$ cat src/rtl/jk_cmd_driver.sv
// Queued JK flip-flop command driver: FIFO of 2-bit commands, one-cycle J/K drive, Q feedback check.
// Optional Q compare / sticky error under `JK_CMD_CHECK_EN; without it WAIT is skipped and err is 0.
//
//   state | meaning
//   IDLE  | waiting for a queued command; pops head and latches expected Q
//   DRIVE | j,k carry the popped command for exactly one cycle
//   WAIT  | settle time for the flop, CHECK_WAIT cycles (check build only)
//   CHECK | one cycle: done pulse, count++, Q/QN compared (check build only)
module jk_cmd_driver #(
    parameter int DEPTH      = 4,
    parameter int CHECK_WAIT = 2
) (
    input  logic       clk,
    input  logic       rst_n,
    input  logic       cmd_valid,
    input  logic [1:0] cmd,
    output logic       cmd_ready,
    output logic       j,
    output logic       k,
    input  logic       q,
    input  logic       qn,
    output logic       done,
    output logic       err,
    input  logic       err_clr,
    output logic [7:0] count
);

    localparam int AW = $clog2(DEPTH);
    localparam logic [AW:0] OCC_FULL = (AW+1)'(DEPTH);

    typedef enum logic [1:0] {IDLE, DRIVE, WAIT, CHECK} state_t;

    state_t        state;
    logic [1:0]    mem [DEPTH];
    logic [AW-1:0] wr_ptr;
    logic [AW-1:0] rd_ptr;
    logic [AW:0]   occ;
    logic          full;
    logic          empty;
    logic          push;
    logic          pop;
    logic [1:0]    head;

    always_comb begin
        full      = (occ == OCC_FULL);
        empty     = (occ == '0);
        cmd_ready = !full;
        push      = cmd_valid && !full;
        pop       = (state == IDLE) && !empty;
        head      = mem[rd_ptr];
    end

    // Storage needs no reset: occupancy alone decides what is valid.
    always_ff @(posedge clk) begin
        if (push) begin
            mem[wr_ptr] <= cmd;
        end
    end

    always_ff @(posedge clk or negedge rst_n) begin
        if (!rst_n) begin
            wr_ptr <= '0;
            rd_ptr <= '0;
            occ    <= '0;
        end else begin
            if (push) begin
                wr_ptr <= wr_ptr + 1'b1;
            end
            if (pop) begin
                rd_ptr <= rd_ptr + 1'b1;
            end
            case ({push, pop})
                2'b10:   occ <= occ + 1'b1;
                2'b01:   occ <= occ - 1'b1;
                default: occ <= occ;
            endcase
        end
    end

`ifdef JK_CMD_CHECK_EN
    logic       exp_q;
    logic [3:0] wait_cnt;

    always_ff @(posedge clk or negedge rst_n) begin
        if (!rst_n) begin
            state    <= IDLE;
            j        <= 1'b0;
            k        <= 1'b0;
            done     <= 1'b0;
            count    <= 8'd0;
            exp_q    <= 1'b0;
            wait_cnt <= 4'd0;
            err      <= 1'b0;
        end else begin
            j    <= 1'b0;
            k    <= 1'b0;
            done <= 1'b0;
            case (state)
                IDLE: begin
                    if (!empty) begin
                        j     <= head[1];
                        k     <= head[0];
                        state <= DRIVE;
                        case (head)
                            2'b00:   exp_q <= q;
                            2'b01:   exp_q <= 1'b0;
                            2'b10:   exp_q <= 1'b1;
                            default: exp_q <= ~q;
                        endcase
                    end
                end
                DRIVE: begin
                    wait_cnt <= 4'(CHECK_WAIT - 1);
                    state    <= WAIT;
                end
                WAIT: begin
                    if (wait_cnt == 4'd0) begin
                        done  <= 1'b1;
                        state <= CHECK;
                    end else begin
                        wait_cnt <= wait_cnt - 4'd1;
                    end
                end
                default: begin
                    count <= count + 8'd1;
                    state <= IDLE;
                end
            endcase
            // A failing compare outranks a clear arriving in the same cycle.
            if (state == CHECK && (q != exp_q || q == qn)) begin
                err <= 1'b1;
            end else if (err_clr) begin
                err <= 1'b0;
            end
        end
    end
`else
    logic unused_cfg;
    assign unused_cfg = ^{err_clr, q, qn, 4'(CHECK_WAIT)};
    assign err        = 1'b0;

    always_ff @(posedge clk or negedge rst_n) begin
        if (!rst_n) begin
            state <= IDLE;
            j     <= 1'b0;
            k     <= 1'b0;
            done  <= 1'b0;
            count <= 8'd0;
        end else begin
            j    <= 1'b0;
            k    <= 1'b0;
            done <= 1'b0;
            case (state)
                IDLE: begin
                    if (!empty) begin
                        j     <= head[1];
                        k     <= head[0];
                        state <= DRIVE;
                    end
                end
                DRIVE: begin
                    done  <= 1'b1;
                    state <= CHECK;
                end
                default: begin
                    count <= count + 8'd1;
                    state <= IDLE;
                end
            endcase
        end
    end
`endif

endmodule

$ cat config.mk
export PLATFORM = sky130hd
export DESIGN_NAME = jk_cmd_driver
export DESIGN_NICKNAME = d
export VERILOG_FILES = /design/src/rtl/jk_cmd_driver.sv
export SDC_FILE = /design/constraint.sdc
export NUM_CORES = 1
export LEC_CHECK = 0
export ABC_AREA = 1
export BUFFER_PORTS_ARGS = -buffer_cell sky130_fd_sc_hd__buf_2
export CAP_MARGIN = 30
export CORE_MARGIN = 4
export CORE_UTILIZATION = 37
export DETAILED_ROUTE_END_ITERATION = 16
export GPL_ROUTABILITY_DRIVEN = 0
export PLACE_DENSITY = 0.57
export SYNTH_ARGS = -nofsm -noshare
export SYNTH_HDL_FRONTEND = slang
export SYNTH_SLANG_ARGS = --single-unit
$ cat constraint.sdc
create_clock -name clk -period 2 [get_ports clk]
set_input_delay 0.4 -clock clk [delete_from_list [all_inputs] [get_ports clk]]
set_output_delay 0.4 -clock clk [all_outputs]
set_load 0.005 [all_outputs]
==> flow_summary_export.csv, run 1 <==
group,metric,value,unit
global_route,first_global_vias,900,
finish,final_cell_mix,"38 x nand2_1, 31 x inv_1, 20 x dfrtp_1",
route,vias,918,
finish,area_delta_synth_final,12.8,%
sta,totalNegativeSetupSlack,0,ns
synth,ys_ff_latch,28,
sta,drv_slew,0,
setup_path,slowest_delay,0.39,ns
sta,period_share,89.8,%
synth,syn_nets,164,
setup_path,slowest_stage,"dfrtp_1",
synth,synth_cell_types,24,
finish,drive_gt1_share,17.9,%
clock_network,clk_latency,0.26,ns
clock_network,htreeDepth,1,
sta,fmax,557,MHz
clock_network,cts_hold_buf,0,
die,rows,21,
synth,synth_edf_count,8,
synth,yosysTopAreaCell,"dfrtp_1",
clock_network,cts_buffers,3,
power_and_ir_drop,ir_drop,0.543,mV
power_and_ir_drop,p_per_area,1390,mW/mm²
sta,rsz0062_at_grt,"no",
synth,synth_flop_cell,"dfrtp_1",
clock_network,clk_path_buf_depth,2,
clock_network,cts_root_buf,"clkbuf_8",
setup_path,worstSetupEndpointType,"register",
clock_network,cts_tree,"built",
global_route,grt_max_degree,21,
route,dr.pass1.iters,4,
synth,ys_seq_area_share,53.8,%
finish,fin_nets,184,
power_and_ir_drop,power.leakage,0.824,nW
die,coreArea,0.00347,mm²
setup_path,arrival,1.96,ns
setup_path,required,2.17,ns
finish,num-fill-cells,362,
clock_network,cts.clk_slew.worst_paths,0.09,ns
synth,syn_area,0.00138,mm²
sta,whs,0.0721,ns
setup_path,cp_common_cell,"nand2_1",
synth,syn_inst,149,
synth,avgSynthCellArea,9.25,µm²
sta,hold_viol,0,
setup_path,critPathMaxFanout,7,
die,die_y,69.0,µm
die,boundaryPins,21,
global_route,grt_use_total,9.80,%
clock_network,clock-sinks,28,
placement,portBuffers,16,
sta,setup-violations-final,0,
die,dieArea,0.00476,mm²
setup_path,startpoint_type,"register",
synth,yosysTopAreaCellShare,36.3,%
route,first_iter_violations,40,
synth,ys_warn_count,0,
flow_run,maxCapViolations,0,
route,avgViaCountPerCell,4.29,
die,die_x,69.0,µm
route,drt-total-wl,2060,µm
global_route,antenna_found_initial,0,
setup_path,critPathKind,"reg -> reg",
sta,skew,0.00176,ns
finish,layout_commonest_cell,"nand2_1",
synth,async_reset_ff_share,71.4,%
route,postRouteAntennaNets,0,
synth,yosys-top-cells-area,"dfrtp_1 36%, edfxtp_1 17%, nand2_1 10%",
global_route,grt_pass1_wl,3890,µm
placement,dpl.hpwl,1610,µm
die,initial_core_util,39.7,%
setup_path,worstPathCellList,"inv_1 -> nand3_2 -> nand2_4 -> ha_1 -> inv_1 -> fa_1 -> nand2_1 -> nand3_1 -> nand2_1 -> nand2_1",
global_route,grt-ovfl-total,0,
sta,fin_crit,1.80,ns
min_path,hp-class,"in -> async",
finish,antennaDiodeCount,0,
route,drc,0,
outcome,outcome,"complete, no violations",
route,wire_per_inst,9.63,µm
final timing paths:
check                                   start  depth (start not counted)                     to  slack [ns]
max                        occ[1]$_DFFE_PN0P_                         10     occ[2]$_DFFE_PN0P_        0.20
max reg2reg                occ[1]$_DFFE_PN0P_                         10     occ[2]$_DFFE_PN0P_        0.20
min in group clk                       cmd[1]                          1    mem[1][1]$_DFFE_PP_        0.35
min                                     rst_n                          1            j$_DFF_PN0_        0.07
min reg2reg                occ[0]$_DFFE_PN0P_                          1     occ[0]$_DFFE_PN0P_        0.48
max in group asynchronous               rst_n                          1  wr_ptr[0]$_DFFE_PN0P_        1.61
worst max-delay path, delay by kind of cell, from the launching register on:
| family | cells | cell delay [ns] |
|---|---|---|
| adder cells (fa/ha/maj) | 2 | 0.55 |
| buffers and inverters | 2 | 0.20 |
| flip-flops | 1 | 0.39 |
| AND/OR/NAND/NOR | 6 | 0.55 |
synth_stat cells, types with 2 or more instances:
master	n
nand2_2	2
a21oi_1	2
xor2_1	3
inv_1	31
nand2_4	2
dfrtp_1	20
nand3_1	11
o21ai_0	2
nand3b_1	2
nor2_4	2
nand2_1	38
xnor2_1	2
edfxtp_1	8
ha_1	6
nor2_1	8
buf_4	2
power breakdown:
| part | leakage, nW | internal (mW) | total [mW] | switching [mW] |
|---|---|---|---|---|
| Clock | 0.0228 | 0.142 | 0.306 | 0.163 |
| Sequential | 0.324 | 0.805 | 0.977 | 0.172 |
| Combinational | 0.478 | 0.368 | 0.872 | 0.503 |
kinds of logic (layout without fill, tap and decap cells):
family                   after synthesis  in the layout  synth area share [%]
buffers and inverters                 35             54                  10.6
AO/OA/AOI/OAI                          5              5                  1.82
adder cells (fa/ha/maj)                7              7                  6.90
XOR/XNOR                               5              5                  3.18
AND/OR/NAND/NOR                       68             68                  23.4
other                                  1              1                 0.272
flip-flops                            28             28                  53.8
metrics by stage:
step	area (µm²)	worst slack [ns]	power, mW	utilization [%]	instances
final	1550	0.205	2.15	44.8	214
after global routing	1550	0.00860	2.40	44.8	214
after CTS	1540	0.143	2.18	44.4	213
after detailed placement	1500	0.138	1.86	43.1	209
after global placement	1500	0.236	1.81	43.1	209
after floorplan	1380	0.310	1.63	-	149
routing by layer:
layer	GRT usage [%]	wire length, µm	share of wire [%]	up-vias
li1	-	-	-	487
met1	12.3	976	47	413
met2	16.2	984	48	16
met3	2.33	82	4.0	2
met4	3.90	18	0.87	0
met5	0	0	0	-
registers in the layout (all words and copies together), names as in the netlist:
signal	count
k	1
state	2
wr_ptr	2
count	8
j	1
done	1
mem	8
rd_ptr	2
occ	3
layout make-up:
| cell class | instances | area (µm²) | share of cell area, % |
|---|---|---|---|
| Sequential cell | 28 | 741 | 47.7 |
| Multi-Input combinational cell | 86 | 495 | 31.9 |
| Inverter | 32 | 120 | 7.73 |
| Timing Repair Buffer | 18 | 95.1 | 6.12 |
| Tap cell | 46 | 57.6 | 3.70 |
| Clock buffer | 4 | 45.0 | 2.90 |
repair_timing:
item                                    in CTS  in global routing
endpoints found under the setup margin       0                  2
gates resized for setup                      0                  1
buffers inserted                             0                  1
hold endpoints to repair                     0                  0
No activity file was read; power rests on OpenSTA's default activity.
==> run 2: changes to the inputs <==
--- a/config.mk
+++ b/config.mk
@@ -8,11 +8,14 @@
 export ABC_AREA = 1
 export BUFFER_PORTS_ARGS = -buffer_cell sky130_fd_sc_hd__buf_2
 export CAP_MARGIN = 30
+export CELL_PAD_IN_SITES_DETAIL_PLACEMENT = 0
+export CELL_PAD_IN_SITES_GLOBAL_PLACEMENT = 1
 export CORE_MARGIN = 4
 export CORE_UTILIZATION = 37
 export DETAILED_ROUTE_END_ITERATION = 16
 export GPL_ROUTABILITY_DRIVEN = 0
-export PLACE_DENSITY = 0.57
+export MAX_ROUTING_LAYER = met4
+export PLACE_DENSITY = 0.71
 export SYNTH_ARGS = -nofsm -noshare
 export SYNTH_HDL_FRONTEND = slang
 export SYNTH_SLANG_ARGS = --single-unit
==> run 2 against run 1 <==
  * Worst setup slack better by 0.0027 ns
  * Worst hold slack got worse by 0.0098 ns
  * Sequential power increased by 0.5%
  * Final area is 0.48% higher
  * Combinational power rose by 0.7%
==> flow_summary_export.csv, run 2 (synthesis results as in run 1) <==
group,metric,value,unit
outcome,outcome,"complete, no violations",
global_route,grt_pass1_wl,3930,µm
finish,area_delta_synth_final,13.4,%
global_route,first_global_vias,960,
sta,fin_crit,1.79,ns
clock_network,htreeDepth,1,
die,rows,21,
route,first_iter_violations,32,
sta,hold_viol,0,
power_and_ir_drop,power.leakage,0.825,nW
setup_path,critPathMaxFanout,7,
sta,fin_ws,0.208,ns
route,avgViaCountPerCell,4.38,
setup_path,worstPathCellList,"inv_2 -> nand3_2 -> nand2_4 -> ha_1 -> inv_1 -> fa_1 -> nand2_1 -> nand3_1 -> nand2_1 -> nand2_1",
route,postRouteAntennaNets,0,
power_and_ir_drop,p_per_area,1410,mW/mm²
finish,drive_gt1_share,19.8,%
setup_path,slowest_delay,0.41,ns
route,vias,932,
clock_network,clock-sinks,28,
route,wire_per_inst,9.98,µm
global_route,antenna_found_initial,0,
route,drc,0,
power_and_ir_drop,power,2.20,mW
clock_network,cts_buffers,3,
power_and_ir_drop,p_seq_share,44.6,%
power_and_ir_drop,pwr-share-clk,15.4,%
finish,final_cell_mix,"38 x nand2_1, 29 x inv_1, 20 x dfrtp_1",
sta,totalNegativeSetupSlack,0,ns
finish,reg.largest.list,"count: 8 flops, mem: 8 flops, occ: 3 flops",
power_and_ir_drop,p_int,1.34,mW
sta,period_share,89.6,%
die,die_x,69.0,µm
flow_run,maxCapViolations,0,
sta,setup-violations-final,0,
sta,skew,0.000900,ns
die,die_y,69.0,µm
setup_path,required,2.17,ns
sta,fmax,558,MHz
route,drt-total-wl,2130,µm
setup_path,startpoint_type,"register",
global_route,grt_max_degree,21,
power_and_ir_drop,ir_drop,0.755,mV
finish,stdcell_count,213,
finish,antennaDiodeCount,0,
min_path,hp-class,"in -> async",
route,dr.pass1.iters,4,
placement,dpl.hpwl,1640,µm
setup_path,critPathKind,"reg -> reg",
clock_network,clk_path_buf_depth,2,
sta,drv_slew,0,
die,initial_core_util,39.7,%
clock_network,clk_latency,0.26,ns
power_and_ir_drop,switching_share,39.0,%
die,dieArea,0.00476,mm²
clock_network,postCtsSetupRepairBufs,0,
sta,rsz0062_at_grt,"no",
placement,pre_cts_slack,0.170,ns
finish,fin_nets,183,
setup_path,slowest_stage,"dfrtp_1",
die,boundaryPins,21,
global_route,grt_use_total,10.0,%
finish,num-fill-cells,356,
finish,layout_commonest_cell,"nand2_1",
clock_network,cts_tree,"built",
placement,dp_cells,209,
die,coreArea,0.00347,mm²
setup_path,worstSetupEndpointType,"register",
clock_network,cts_resized,0,
setup_path,cp_common_cell,"nand2_1",
clock_network,cts_root_buf,"clkbuf_8",
placement,portBuffers,16,
setup_path,arrival,1.96,ns
clock_network,cts_hold_buf,0,
power_and_ir_drop,combPwrFrac,39.9,%
power_and_ir_drop,power.switching,0.858,mW
global_route,grt-ovfl-total,0,
clock_network,cts.clk_slew.worst_paths,0.09,ns
run 2: cell types whose count changed in the layout (fill, tap and decap cells not counted), sizes merged:
cell	delta
buf	-1
run 2: path summary, 6_finish.rpt:
kind / start / endpoint / slack [ns] / cells past startpoint
hold / removal: rst_n / count[7]$_DFFE_PN0N_ / 0.06 / 1
setup / recovery: occ[0]$_DFFE_PN0P_ / occ[2]$_DFFE_PN0P_ / 0.21 / 10
setup reg to reg: occ[0]$_DFFE_PN0P_ / occ[2]$_DFFE_PN0P_ / 0.21 / 10
max in group asynchronous: rst_n / wr_ptr[1]$_DFFE_PN0P_ / 1.63 / 1
min in group clk: cmd[1] / mem[0][1]$_DFFE_PP_ / 0.35 / 1
hold reg to reg: occ[0]$_DFFE_PN0P_ / occ[0]$_DFFE_PN0P_ / 0.50 / 1
run 2: per-layer routing:
metal / GRT usage, % / up-vias / part of all wire [%]
met5: - / - / 0
met4: 3.90 / 0 / 1.4
met3: 2.18 / 4 / 4.5
met2: 17.4 / 17 / 49
met1: 11.1 / 433 / 45
li1: - / 478 / -
run 2: worst max-delay path, delay by kind of cell, from the launching register on:
family                   cells  cell delay, ns
adder cells (fa/ha/maj)      2            0.56
buffers and inverters        2            0.17
AND/OR/NAND/NOR              6            0.56
flip-flops                   1            0.41
run 2: cell type report:
class / count / area, µm² / share of cell area [%]
clock buffer: 4 / 55.1 / 3.53
inverter: 32 / 120 / 7.69
multi-input combinational: 86 / 500 / 32.1
sequential: 28 / 741 / 47.4
tap: 46 / 57.6 / 3.69
timing repair buffer: 17 / 87.6 / 5.61
run 2: power by group through the flow:
stage	sequential (mW)	clock (mW)	combinational (mW)
after global placement	0.979	0	0.838
final	0.982	0.340	0.878
after global routing	1.01	0.378	1.04
after CTS	0.980	0.359	0.878
after floorplan	0.957	0	0.676
after detailed placement	0.990	0	0.873
run 2: metrics by stage:
| stage | area (µm²) | hold slack, ns | util [%] |
|---|---|---|---|
| 4_1_cts | 1550 | 0.0748 | 44.7 |
| 5_1_grt | 1560 | 0.0958 | 45.0 |
| 3_5_place_dp | 1500 | 0.375 | 43.1 |
| 6_report | 1560 | 0.0623 | 45.0 |
| 2_1_floorplan | 1380 | 0.104 | - |
| 3_3_place_gp | 1500 | 0.368 | 43.1 |
